$ cat config.mk
export PLATFORM = sky130hd
export DESIGN_NAME = fetch_ctrl
export DESIGN_NICKNAME = d
export VERILOG_FILES = /design/src/rtl/fetch_ctrl.sv
export SDC_FILE = /design/constraint.sdc
export NUM_CORES = 1
export LEC_CHECK = 0
export CAP_MARGIN = 10
export CORE_ASPECT_RATIO = 1.5
export CORE_MARGIN = 8
export CORE_UTILIZATION = 53
export DETAILED_ROUTE_END_ITERATION = 10
export MAX_ROUTING_LAYER = met4
export PLACE_DENSITY = 0.94
export SETUP_SLACK_MARGIN = 0.02
export SKIP_LAST_GASP = 1
export SYNTH_ARGS = -nofsm -noshare
export SYNTH_HDL_FRONTEND = slang
export SYNTH_SLANG_ARGS = --single-unit
$ cat constraint.sdc
create_clock -name clk -period 4 [get_ports clk]
set_clock_uncertainty 0.1 [all_clocks]
set_input_delay 0.8 -clock clk [delete_from_list [all_inputs] [get_ports clk]]
set_output_delay 0.8 -clock clk [all_outputs]
set_load 0.02 [all_outputs]
$ cat src/rtl/fetch_ctrl.sv
// fetch_ctrl: instruction-fetch controller.
// Owns the program counter and drives mem_addr. Each word returned on mem_ins
// is pushed with its address into a small prefetch FIFO. The FIFO head is
// offered to decode over a valid/ready handshake. The controller also handles
// redirects, the fetch enable and out-of-range or misaligned fetch faults.
//
// Ports:
//   clk, rst        rising-edge clock, synchronous active-high reset
//   run             fetch enable (the queue keeps draining when low)
//   mem_addr        byte address to instruction memory (equals pc)
//   mem_ins         big-endian word read combinationally at mem_addr
//   redirect_valid  load redirect_pc into pc and flush the queue
//   redirect_pc     redirect target
//   ins_valid/ready handshake for the queue head
//   ins, ins_pc     head instruction word and its address
//   fault           high while in the FAULT state
//   fetch_count     accepted instructions (FETCH_CTRL_STATS_EN only)
//   stall_count     cycles with valid high and ready low (FETCH_CTRL_STATS_EN only)
//
// Optional feature macro: FETCH_CTRL_STATS_EN adds the two statistics counters.
module fetch_ctrl #(
    parameter int unsigned MEM_BYTES = 1000,
    parameter int unsigned RESET_PC  = 0,
    parameter int unsigned QDEPTH    = 2
) (
    input  logic        clk,
    input  logic        rst,
    input  logic        run,
    output logic [31:0] mem_addr,
    input  logic [31:0] mem_ins,
    input  logic        redirect_valid,
    input  logic [31:0] redirect_pc,
    output logic        ins_valid,
    input  logic        ins_ready,
    output logic [31:0] ins,
    output logic [31:0] ins_pc,
`ifdef FETCH_CTRL_STATS_EN
    output logic [31:0] fetch_count,
    output logic [31:0] stall_count,
`endif
    output logic        fault
);

    localparam int unsigned PTR_W   = $clog2(QDEPTH);
    localparam int unsigned CNT_W   = PTR_W + 1;
    localparam logic [31:0] LAST_PC = 32'(MEM_BYTES - 4);

    typedef enum logic [1:0] {IDLE, FETCH, FAULT} state_t;

    typedef struct packed {
        logic [31:0] pc;
        logic [31:0] word;
    } entry_t;

    state_t             state_q, state_d;
    logic [31:0]        pc_q, pc_d;
    logic [PTR_W-1:0]   rd_ptr_q, rd_ptr_d;
    logic [PTR_W-1:0]   wr_ptr_q, wr_ptr_d;
    logic [CNT_W-1:0]   count_q, count_d;
    entry_t             ent_q [QDEPTH];
    entry_t             ent_d [QDEPTH];
    logic               push;
    logic               pop;

    assign mem_addr  = pc_q;
    assign ins_valid = (count_q != '0);
    assign ins       = ent_q[rd_ptr_q].word;
    assign ins_pc    = ent_q[rd_ptr_q].pc;
    assign fault     = (state_q == FAULT);

    // Next-state, pc and queue control; a redirect overrides everything but reset.
    always_comb begin
        state_d  = state_q;
        pc_d     = pc_q;
        rd_ptr_d = rd_ptr_q;
        wr_ptr_d = wr_ptr_q;
        count_d  = count_q;
        ent_d    = ent_q;
        push     = 1'b0;
        pop      = 1'b0;

        if (redirect_valid) begin
            pc_d     = redirect_pc;
            rd_ptr_d = '0;
            wr_ptr_d = '0;
            count_d  = '0;
            if (redirect_pc[1:0] != 2'b00) begin
                state_d = FAULT;
            end else if (run) begin
                state_d = FETCH;
            end else begin
                state_d = IDLE;
            end
        end else begin
            pop = ins_valid & ins_ready;
            unique case (state_q)
                IDLE: begin
                    if (run) begin
                        state_d = FETCH;
                    end
                end
                FETCH: begin
                    if (!run) begin
                        state_d = IDLE;
                    end else if (pc_q > LAST_PC) begin
                        state_d = FAULT;
                    end else if ((count_q != CNT_W'(QDEPTH)) || pop) begin
                        // A same-cycle pop frees a slot, sustaining one word per cycle when full.
                        push = 1'b1;
                        pc_d = pc_q + 32'd4;
                    end
                end
                FAULT: begin
                    state_d = FAULT;
                end
                default: begin
                    state_d = IDLE;
                end
            endcase

            if (push) begin
                ent_d[wr_ptr_q] = '{pc: pc_q, word: mem_ins};
            end
            rd_ptr_d = rd_ptr_q + PTR_W'(pop);
            wr_ptr_d = wr_ptr_q + PTR_W'(push);
            count_d  = count_q + CNT_W'(push) - CNT_W'(pop);
        end
    end

    // State, pc and queue registers.
    always_ff @(posedge clk) begin
        if (rst) begin
            state_q  <= IDLE;
            pc_q     <= 32'(RESET_PC);
            rd_ptr_q <= '0;
            wr_ptr_q <= '0;
            count_q  <= '0;
            for (int i = 0; i < QDEPTH; i++) begin
                ent_q[i] <= '0;
            end
        end else begin
            state_q  <= state_d;
            pc_q     <= pc_d;
            rd_ptr_q <= rd_ptr_d;
            wr_ptr_q <= wr_ptr_d;
            count_q  <= count_d;
            ent_q    <= ent_d;
        end
    end

`ifdef FETCH_CTRL_STATS_EN
    logic [31:0] fetch_count_q, fetch_count_d;
    logic [31:0] stall_count_q, stall_count_d;

    // Statistics: accepted instructions and back-pressured cycles, both free-running.
    always_comb begin
        fetch_count_d = fetch_count_q + 32'(pop);
        stall_count_d = stall_count_q + 32'(ins_valid & ~ins_ready);
    end

    always_ff @(posedge clk) begin
        if (rst) begin
            fetch_count_q <= '0;
            stall_count_q <= '0;
        end else begin
            fetch_count_q <= fetch_count_d;
            stall_count_q <= stall_count_d;
        end
    end

    assign fetch_count = fetch_count_q;
    assign stall_count = stall_count_q;
`endif

endmodule

==> metrics.md, run 1 <==
| Metric | Value |
|---|---|
| I/O pin total | `167` |
| Yosys warning total | `0` |
| Setup Crit Path Kind | `reg2reg` |
| Clock sink total | `166` |
| Reg2Reg Setup Slack | `0.93 ns` |
| Seq/Total Area, Yosys | `just under 50%` |
| Root buffer cell | `clkbuf_16` |
| Number of distinct library cells after synthesis | `39` |
| DRT iter0 DRCs | `between 200 and 300` |
| Wl on met1 | `7058 microns` |
| NetSw | `between 800 and 900 uW` |
| HPWL after DPL | `~12000 microns` |
| Final nets | `939` |
| Total grt overflow | `0` |
| PD cells | `387.0 nW/um^2` |
| Final period util | `76.86%` |
| CP Max Fanout | `22` |
| CTS tree | `yes` |
| Width of the die | `108.9 microns` |
| HP Class | `reg2reg` |
| Hold path cells | `2` |
| # diodes | `0` |
| Clock Pin Slew Worst Setup and Hold Paths | `about 0.070 ns` |
| WL/cell | `17.04 microns` |
| Peak supply drop | `303.1 uV` |
| Syn Inst Count | `slightly above 700` |
| Least-Margin Pin Slew | `1.067 ns` |
| Result of the run | `finished clean` |
| Switching Fraction | `between 20% and 30%` |
| Share of power burned in registers | `between 40 and 50%` |
| Largest net degree at the start of global routing | `between 70 and 80` |
| DRC | `0` |
| Synth-to-layout area growth | `32.58%` |
| Leak pwr | `about 0.0033 uW` |
| Reg-to-Reg End | `ent_q[57]` |
| Mapped Nets | `approximately 800` |
| Type of origin of the critical path | `flop` |
| Worst hold start | `ent_q[2]` |
| Routed wl met2 | `9126 microns` |
| Int Pwr | `2687 uW` |
| Layout fillers | `920` |
| Total negative setup slack | `0 ns` |
| Maximum clock insertion buffer count | `2` |
| Maximum clock frequency | `325.3 MHz` |
| Row count | `51` |
| Layout Utilization | `between 70% and 80%` |
| Top FF cell, synth | `dfxtp_1` |
| Synth area leader | `dfxtp_1` |
| CTS H-tree depth | `4` |
| Critical Path AT | `3.33 ns` |
| Seq cells post-synth | `166` |
| Crit path capture type | `flop` |
| Initial antenna violation count | `0` |
| Most area-consuming cells after synthesis | `dfxtp_1 48%, mux2_2 11%, nand2_1 8.3%, a21oi_1 5.0%, and2_1 4.2%` |
| CTS buffer count | `17` |
| Die Span Y | `around 160 microns` |
| Area of the core | `12830 sq um` |
| Synth cell count leaders | `166 x dfxtp_1, 152 x nand2_1, 69 x a21oi_1` |
| Vias per Instance | `5.319` |
| Min cycle time layout | `3.075 ns` |
| Number of gates resized after CTS | `0` |
| Share of cells above drive strength 1 | `a little under a fifth` |
| Critical path required time | `approximately 4.3 ns` |
| Worst hold endpoint | `ent_q[2]` |
| PortBufs | `166` |
| Share of flip-flops with an asynchronous set or reset | `0%` |
| Length of routed met3 wiring | `896 microns` |
| Post-Syn Area | `6863 sq um` |
| Max cap viols | `0` |
| Effective utilization at floorplan | `roughly 54%` |
| GR Util All Layers | `between 20% and 30%` |
| Setup Fix Bufs, Post-CTS | `0` |
| RSZ-0062 raised after global routing | `no` |
| Top layer in use | `met4` |
| Post-synth EDFFs | `0` |
| Total Wirelength | `17660 microns` |
| DRT Pass-1 Iters | `4` |
| DR vias | `5510` |
| Max Slew Vio Count | `0` |
| Setup violators final | `0` |
| Top-count cell post-synth | `dfxtp_1` |
| Hold_buf cts | `0` |
| Logic gate share of total power | `approximately 7.3%` |
| First-pass GRT wire length | `~28000 microns` |
| Vias in the first global route | `5751` |
| Setup crit start | `mem_addr[2]` |
| RR Startpoint | `mem_addr[2]` |
| Worst skew pair latency | `between 0.4 and 0.5 ns` |
| Detail Route Antenna Nets | `0` |
| Cell depth of the worst flop-to-flop path | `7` |
| Mean post-synth cell area | `9.518 sq um` |
| Relative slew slack | `28.62%` |
| Die area | `between 15000 and 20000 sq um` |
| GPL Wtd Cong | `0.8186` |
| Clock power share | `44.2%` |
| Final hold slack | `roughly 0.35 ns` |
| Design Power | `about 3500 uW` |
| Post-synth top area share | `between 40% and 50%` |
| Final Hold Fails | `0` |
## state kept, by name, summed over array words and instances, names as in the netlist
signal,flops
mem_addr,32
rd_ptr_q,1
ent_q,128
state_q,2
wr_ptr_q,1
count_q,2
## worst max path at each step
stage | endpoint | slack (ns)
global route | ent_q[60] | 0.69
CTS | ent_q[57] | 0.93
finish | ent_q[57] | 0.93
global placement | count_q[1] | 0.76
detailed placement | count_q[1] | 0.73
floorplan | count_q[1] | 1.22
## kinds of logic (layout without fill, tap and decap cells)
kind of cell,after synthesis,count (layout),share of synthesized area [%]
simple gates,299,299,22.68
xor+xnor,8,8,1.021
mux,91,91,14.44
buf+inv,55,211,4.084
compound gates,97,97,8.441
fa+ha+maj,5,5,0.9116
flops,166,166,48.42
## routing by layer
layer / vias up / GRT usage [%]
li1: 2690 / -
met1: 2604 / 22.79
met2: 183 / 35.29
met3: 33 / 4.596
met4: 0 / 10.94
met5: - / -
## critical path, stage by stage, from the launching register on
cell and delay (ns):
dfxtp_1 0.53, inv_1 0.09, ha_1 0.20, nor2b_2 0.16, nor4b_4 0.73, nor4_4 0.12, nor2_1 0.83, and2_1 0.25
## power groups by stage
| stage | Clock, uW | Combinational (uW) | Sequential, uW |
|---|---|---|---|
| global placement | 0 | 253 | 1740 |
| detailed placement | 0 | 256 | 1740 |
| CTS | 1580 | 258 | 1710 |
| finish | 1560 | 256 | 1710 |
| floorplan | 0 | 97.4 | 1760 |
| global route | 1660 | 273 | 1710 |
## area by class of cell
class | instances | area, sq um | area share [%]
Sequential cell | 166 | 3324 | 36.54
Tap cell | 159 | 198.9 | 2.186
Clock buffer | 19 | 442.9 | 4.868
Inverter | 5 | 18.77 | 0.2063
Clock inverter | 12 | 118.9 | 1.306
Multi-Input combinational cell | 500 | 3261 | 35.84
Timing Repair Buffer | 175 | 1734 | 19.06
## stage by stage
| stage | area (sq um) | std cells | setup WS, ns |
|---|---|---|---|
| floorplan | 6863 | 721 | 1.220 |
| global route | 9099 | 1036 | 0.6899 |
| global placement | 8537 | 1005 | 0.7580 |
| finish | 9099 | 1036 | 0.9254 |
| detailed placement | 8537 | 1005 | 0.7260 |
| CTS | 9099 | 1036 | 0.9342 |
## cell usage in the layout, fill, tap and decap left out, types with 9 or more instances in the layout
| cell | netlist | routed |
|---|---|---|
| buf_4 | 2 | 9 |
| mux2_2 | 64 | 64 |
| dfxtp_1 | 166 | 165 |
| mux2i_1 | 27 | 27 |
| a21oi_2 | 20 | 20 |
| clkbuf_16 | 0 | 17 |
| and2_1 | 46 | 46 |
| nand2_1 | 152 | 152 |
| clkdlybuf4s50_1 | 0 | 164 |
| nand2_2 | 20 | 20 |
| nor2_1 | 34 | 34 |
| a21oi_1 | 69 | 69 |
Power figures use the tool's default switching activity.
==> run 2: changes to the inputs <==
Settings changed: CORE_UTILIZATION 53 to 45, PLACE_DENSITY 0.94 to 0.86.
Clock period 4 ns to 2.7 ns, I/O delays scaled along.
==> run 2 against run 1 <==
  * Worst setup slack got worse by 0.84 ns
  * Final area increased by 3.9%
  * First-iteration DRC count increased by 46%
  * Utilization decreased by 7.9 points
  * Global-route usage decreased by 1.8 points
  * Combinational power increased by 64%
  * Largest cell class unchanged
  * Largest power group unchanged
==> metrics.md, run 2 (synthesis results as in run 1) <==
| Metric | Value |
|---|---|
| Result of the run | `finished clean` |
| Detail Route Antenna Nets | `0` |
| Vias in the first global route | `5893` |
| PD cells | `570.5 nW/um^2` |
| Least-Margin Pin Slew | `0.5434 ns` |
| Critical path required time | `between 2 and 2.5 ns` |
| Pre-CTS WS | `-0.008915 ns` |
| WL/cell | `16.53 microns` |
| Crit path capture type | `output port` |
| Clock sink total | `166` |
| Clock Pin Slew Worst Setup and Hold Paths | `0.07 ns` |
| Total negative setup slack | `0 ns` |
| DR vias | `around 5600` |
| Largest net degree at the start of global routing | `63` |
| Vias per Instance | `~5` |
| Cells after DPL | `1064` |
| Total Wirelength | `18140 microns` |
| Peak supply drop | `around 370 uV` |
| Max reg flops | `between 100 and 150` |
| Highest-count cells in the layout ignoring fill and taps | `163 x dfxtp_1, 160 x clkdlybuf4s50_1, 152 x nand2_1, 69 x a21oi_1, 64 x mux2_2` |
| CTS H-tree depth | `4` |
| Final Hold Fails | `0` |
| Worst skew pair latency | `0.42 ns` |
| CP Max Fanout | `22` |
| # diodes | `0` |
| Setup violators final | `0` |
| Max Slew Vio Count | `0` |
| I/O pin total | `167` |
| RSZ-0062 raised after global routing | `no` |
| Effective utilization at floorplan | `45.75%` |
| Die area | `19540 sq um` |
| DRC | `0` |
| DRT iter0 DRCs | `364` |
| Setup Crit Path Kind | `reg2out` |
| Post-Layout Cell Count | `roughly 1100` |
| Layout Utilization | `between 60% and 70%` |
| HP Class | `reg2reg` |
| Initial antenna violation count | `0` |
| Setup Fix Bufs, Post-CTS | `0` |
| Maximum clock frequency | `around 380 MHz` |
| Hold_buf cts | `0` |
| Width of the die | `116.8 microns` |
| Relative slew slack | `63.77%` |
| DRT Pass-1 Iters | `4` |
| Design Power | `5393 uW` |
| GPL Wtd Cong | `between 0.8 and 0.9` |
| CTS tree | `yes` |
| Critical Path AT | `between 1.5 and 2 ns` |
| Min cycle time layout | `roughly 2.6 ns` |
| PortBufs | `166` |
| Die Span Y | `167.3 microns` |
| Most flop-heavy register | `ent_q` |
| First-pass GRT wire length | `29010 microns` |
| CTS buffer count | `17` |
| Final period util | `96.85%` |
| Row count | `55` |
| Most common cell after layout, fill and taps aside | `dfxtp_1` |
| Maximum clock insertion buffer count | `2` |
| Share of cells above drive strength 1 | `20.60%` |
| Leak pwr | `0.003542 uW` |
| Max cap viols | `0` |
| GR Util All Layers | `19.32%` |
| HPWL after DPL | `roughly 12000 microns` |
| Final nets | `959` |
| Area of the core | `15000 sq um` |
| Total grt overflow | `0` |
| Synth-to-layout area growth | `37.74%` |
| Type of origin of the critical path | `flop` |
| Root buffer cell | `clkbuf_16` |
| Final worst slack | `0.08498 ns` |
[run 2: changes by cell type in the layout (fill, tap and decap cells not counted), moves of 2 or more]
| cell | delta |
|---|---|
| buf_12 | +5 |
| buf_4 | +13 |
| clkdlybuf4s50_1 | -4 |
| clkinv_4 | +3 |
| dfxtp_1 | -2 |
| dlymetal6s2s_1 | +4 |
[run 2: worst max-delay path: stages (launching register included)]
cell,delay (ns)
dfxtp_4,0.41
buf_8,0.21
mux2_2,0.38
clkdlybuf4s50_1,0.55
[run 2: metal layers]
metal | part of all wire, % | vias up | routed length (microns) | track usage [%]
met1 | 41 | 2621 | 7490 | 20.97
met3 | 4.9 | 38 | 897 | 4.501
met2 | 50 | 160 | 9138 | 32.36
met4 | 3.4 | 0 | 610 | 9.060
li1 | - | 2741 | - | -
met5 | 0 | - | 0 | -
[run 2: timing repair]
item,4_1_cts,5_1_grt
endpoints found under the setup margin,16,39
pin swaps,0,0
gates cloned,0,1
gates resized for setup,1,7
[run 2: report_power, final]
part / internal, uW / switching [uW]
sequential: 2480 / 37.2
combinational: 218 / 200
clock: 1410 / 1050
total: 4110 / 1280
[run 2: final cells by class]
class / count / area (sq um)
multi-input cells: 500 / 3269
inverters: 5 / 18.77
flip-flops and latches: 166 / 3329
well taps: 199 / 249.0
clock buffers: 18 / 439.2
fillers: 1217 / 5549
clock inverters: 14 / 165.2
repair buffers: 195 / 1982
[run 2: metrics by stage]
| stage | cell area [sq um] | hold WS [ns] |
|---|---|---|
| 2_1_floorplan | 6865 | 0.3239 |
| 3_3_place_gp | 8795 | 0.3343 |
| 3_5_place_dp | 8795 | 0.3396 |
| 4_1_cts | 9403 | 0.3503 |
| 5_1_grt | 9453 | 0.3655 |
| 6_report | 9453 | 0.3486 |
[run 2: worst paths after layout]
path / startpoint / end / slack, ns / depth (start not counted)
worst max-delay path: rd_ptr_q / ins[26] / 0.08 / 3
worst min-delay path: ent_q[77] / ent_q[77] / 0.35 / 2
worst max register to register: mem_addr[3] / count_q[1] / 0.20 / 12
worst min register to register: ent_q[77] / ent_q[77] / 0.35 / 2
==> run 3: changes to the inputs <==
Settings changed: HOLD_SLACK_MARGIN set to 0.08.
==> results of run 3 <==
Final layout, timing and power as in run 2 (identical DEF).
==> variant 1 (config.mk and constraints of run 1) <==
`QDEPTH`: 2 -> 4.
--- a/src/rtl/fetch_ctrl.sv
+++ b/src/rtl/fetch_ctrl.sv
@@ -22,5 +22,5 @@
     parameter int unsigned MEM_BYTES = 1000,
     parameter int unsigned RESET_PC  = 0,
-    parameter int unsigned QDEPTH    = 2
+    parameter int unsigned QDEPTH    = 4
 ) (
     input  logic        clk,
Function: no difference found for any inputs over 4 cycles, from zero or initial values and one cycle with rst high; that may be too few to reach the edited logic, so the function may still have changed.
==> variant 1 against run 1 <==
Critical path depth fell by 4. Cell area rose by 61%. Area after synthesis rose by 72%. First-iteration DRC count rose by 110%. Power rose by 70%. Global-route usage fell by 0.30 points. Highest routed layer unchanged. Routed wire length rose by 57%. Worst setup slack got worse by 0.45 ns. Maximum frequency fell by 13%. Sequential power rose by 75%. Non-clock buffer count rose by 9. Sequential cell count rose by 131.
==> variant 1: results (changes against run 1) <==
Leakage Power - 0.00617 uW (+87%)
Async set-or-reset flop fraction in the synthesized netlist - 0% (unchanged)
Status - finished clean
Most frequent cells after synthesis - 297 x dfxtp_1, 215 x nand2_1, 195 x mux2i_1, 92 x and2_1, 64 x mux4_2
First-pass GRT wire length - 45.1 mm (+62%)
Post-Synthesis Mean Instance Area - 11.1 um2 (+17%)
Via count of the first global-routing pass - 9,061 (+58%)
Complex-gate fraction of the synthesized area - 0.997% (-7.4 points)
DRC violations left - 0 (unchanged)
Register-to-register setup slack - 0.78 ns (-0.15 ns)
Distinct cells, synth - 39 (unchanged)
Xor and xnor fraction of the mapped netlist area - 0.371% (-0.65 points)
Final #Nets - 1,277 (+36%)
Drt initial violations - 534 (+110%)
Worst-path fanout max - 36 (+64%)
Worst Path Arrival - 2.62 ns (-0.71 ns)
Min-delay worst type - register to register
Clk_lat worst skew - 0.52 ns (+0.11 ns)
Main area contributors after synthesis - dfxtp_1 50%, mux2i_1 17%, mux4_2 12%, nand2_1 6.8%, and2_1 4.9%
Top reg by flops - ent_q
Maximum vdd drop - 0.326 mV (+7.5%)
TritonCTS buffer count - 26 (+9)
Worst reg-to-reg path cell count - 12 (+5)
Detailed-routing iteration count for the pre-antenna-repair pass - 4 (unchanged)
Final wirelength - 27.6 mm (+57%)
Detailed-placement wirelength estimate - 18.2 mm (+55%)
Clock transition at the registers of the reported paths - 0.06 ns
Fraction of layout cells with a size suffix above 1 - 11.4% (-7.0 points)
Count of placed standard cells including taps - 1,448 (+44%)
Placed Instance Area - 13,800 um2 (+61%)
Setup bufs post-CTS - 0 (unchanged)
Max Root-Sink Buffers - 3 (+1)
Worst R2R End - count_q[2]
Beginning of the worst register-to-register path - mem_addr[12]
Adder and majority cell fraction of the synthesized area - 0.912% (about the same)
Crit path from - rd_ptr_q[1]
Warnings from Yosys - 0 (unchanged)
Share of synthesized area occupied by flip-flops and latches - 50.4% (+2.0 points)
Destination of the critical timing path - ins[0]
Max transition margin - 37.0% (+8.4 points)
Per-cell via count in the routed design - 5.50 (+3.4%)
Number of instances resized during post-cts repair - 0 (unchanged)
Number of flip-flops under the largest register name - 256 (+100%)
H-tree depth reported by CTS - 1 (-3)
Mux contribution to synthesized area - 28.8% (+14 points)
Filler-free cell count of the finished design - 1,495 (+44%)
Root Driver - clkbuf_16
Antenna Diode Count - 0 (unchanged)
Pin count of the biggest net entering global routing - 81 (+11%)
Global router's overall resource usage - 20.8% (-0.30 points)
Routability Congestion - 0.802 (-2.0%)
Number of buffers inserted by port buffering - 166 (unchanged)
Synthesized netlist net count - 1,137 (+43%)
Number of antenna violations at the first check in global routing - 0 (unchanged)
[variant 1: logic make-up (layout without fill, tap and decap cells)]
logic type,count (synthesis),after routing
and+or+nand+nor,393,393
DFF,297,297
muxes,259,259
buffers and inverters,80,239
AOI/OAI and AO/OA,18,18
adders and majority gates,8,8
xor gates and xnor gates,5,5
[variant 1: worst min path at each step]
stage,start,endpoint,slack (ns),depth (start not counted)
6_report,ent_q[42],ent_q[42],0.35,1
5_1_grt,ent_q[174],ent_q[174],0.37,1
4_1_cts,ent_q[174],ent_q[174],0.36,1
3_5_place_dp,ent_q[174],ent_q[174],0.34,1
3_3_place_gp,ent_q[189],ent_q[189],0.34,1
2_1_floorplan,ent_q[127],ent_q[127],0.32,1
[variant 1: metrics by stage]
step	setup slack [ns]	utilization (%)
6_report	0.480	66.4
5_1_grt	0.341	66.4
4_1_cts	0.396	66.4
3_5_place_dp	0.239	62.2
3_3_place_gp	0.351	62.2
2_1_floorplan	0.889	-
[variant 1: layout make-up]
class	count	area, um2
fillers	1620	7440
clock inverters	11	165
flip-flops and latches	297	5950
multi-input cells	683	5540
inverters	8	35.0
repair buffers	184	1890
well taps	276	345
clock buffers	36	759
[variant 1: worst max-delay path: stages (launching register included)]
cell	delay (ns)
dfxtp_4	0.60
buf_12	0.33
mux4_2	0.56
clkdlybuf4s50_1	0.56
[variant 1: metal layers]
layer	part of all wire, %	wire length, um	vias up	global-route usage, %
li1	-	-	3927	-
met1	41	11200	4073	23.3
met2	53	14800	176	37.4
met3	3.7	1020	47	2.40
met4	2.4	667	0	6.95
met5	0	0	-	-
[variant 1: where the power goes]
part	internal, uW	switching (uW)	total [uW]
Combinational	139	168	307
Sequential	2980	23.6	3000
Clock	1590	1070	2660
==> variant 2 (settings of run 1) <==
Made on the original files. The 3 states of `state_t` get a one-hot encoding in 3 bits.
--- a/src/rtl/fetch_ctrl.sv
+++ b/src/rtl/fetch_ctrl.sv
@@ -46,5 +46,5 @@
     localparam logic [31:0] LAST_PC = 32'(MEM_BYTES - 4);
 
-    typedef enum logic [1:0] {IDLE, FETCH, FAULT} state_t;
+    typedef enum logic [2:0] {IDLE = 3'b001, FETCH = 3'b010, FAULT = 3'b100} state_t;
 
     typedef struct packed {
Function: same outputs for any inputs over 4 cycles, from zero or initial values and one cycle with rst high; so few cycles prove little.
==> variant 2 against run 1 <==
Core utilization rose by 0.90 points. Routed wire length is 3.1% lower. Cell area fell by 1.7%. Area after synthesis shrank 1.9%. Power about the same. Critical path depth decreased by 4. Worst setup slack got worse by 0.21 ns. Sequential cell count up 1. Critical path type is now register to output pin.
==> variant 2: results (changes against run 1) <==
Adder and majority cell fraction of the synthesized area - 0.930% (+0.018 points)
First-pass GRT wire length - 27.9 mm (+0.27%)
Worst setup EP type - output pin
Final #Nets - 945 (+0.64%)
Worst Hold End - ent_q[91]
Tightest hold margin - 0.348 ns (+0.000417 ns)
Drt initial violations - 233 (-6.8%)
Synthesized netlist net count - 802 (+0.88%)
Destination of the critical timing path - ins_pc[9]
Pin count of the biggest net entering global routing - 77 (+5.5%)
WL/cell - 16.5 um (-3.5%)
Crit path from - rd_ptr_q
Mux contribution to synthesized area - 14.7% (+0.28 points)
Fraction of layout cells with a size suffix above 1 - 13.2% (-5.1 points)
Total number of vias - 5,503 (-0.13%)
Routability Congestion - 0.863 (+5.4%)
Largest stage delay on the critical path - 0.67 ns (-0.16 ns)
Most frequent cells after synthesis - 176 x nand2_1, 167 x dfxtp_1, 89 x a21oi_1, 64 x mux2_2, 45 x and2_1
Leakage Power - 0.00332 uW (+0.42%)
Status - finished clean
Distinct cells, synth - 41 (+5.1%)
Logic power comb - 240 uW (-6%)
Maximum vdd drop - 0.284 mV (-6.1%)
Detailed-placement wirelength estimate - 11.8 mm (+0.33%)
Count of placed standard cells including taps - 1,008 (+0.30%)
Slowest stage cell, crit path - dfxtp_2
Global router's overall resource usage - 21.2% (+0.10 points)
Worst Path Arrival - 2.39 ns (-0.94 ns)
Worst-path fanout max - 46 (+110%)
Design Power - 3520 uW (about the same)
Post-Synthesis Mean Instance Area - 9.24 um2 (-2.9%)
Final wirelength - 17.1 mm (-3.1%)
Share of synthesized area occupied by flip-flops and latches - 49.7% (+1.3 points)
Worst Setup Slack post-DPL - 0.375 ns (-0.351 ns)
Via count of the first global-routing pass - 5,741 (-0.17%)
Hold_sp - ent_q[91]
Amount of wire on met3 after detailed routing - 905 um (+1.0%)
Worst R2R End - count_q[1]
Routed length on met2 - 8.88 mm (-2.7%)
Power Internal - 2640 uW (-1.7%)
Actual transition at the worst max-transition pin - 0.801 ns (-0.266 ns)
Filler cell count in the final layout - 880 (-4.3%)
Final period demand of the worst path - 3.29 ns (+0.212 ns)
Register-to-register setup slack - 1.00 ns (+0.07 ns)
Main area contributors after synthesis - dfxtp_1 50%, mux2_2 11%, nand2_1 9.8%, a21oi_1 6.6%, and2_1 4.2%
[variant 2: kinds of logic (layout without fill, tap and decap cells)]
group           after synthesis  in the layout
simple gates                289            289
flops                       167            167
compound gates              106            106
mux                          91             91
buf+inv                      61            217
xor+xnor                      9              9
fa+ha+maj                     5              5
[variant 2: worst max-delay path: cells and delay by family, from the launching register on]
family                 cells  cell delay [ns]
buffers and inverters      2             0.91
muxes                      1             0.38
DFF                        1             0.67
[variant 2: per-layer routing]
layer | global-route usage [%] | up-vias
met5 | - | -
met1 | 23.0 | 2591
met2 | 36.1 | 181
met3 | 5.02 | 28
met4 | 8.23 | 0
li1 | - | 2703
[variant 2: area by class of cell]
| class | count | share of cell area [%] |
|---|---|---|
| inverters | 11 | 0.462 |
| multi-input cells | 500 | 34.1 |
| well taps | 156 | 2.18 |
| clock inverters | 15 | 1.71 |
| flip-flops and latches | 167 | 37.4 |
| repair buffers | 174 | 19.4 |
| clock buffers | 17 | 4.76 |
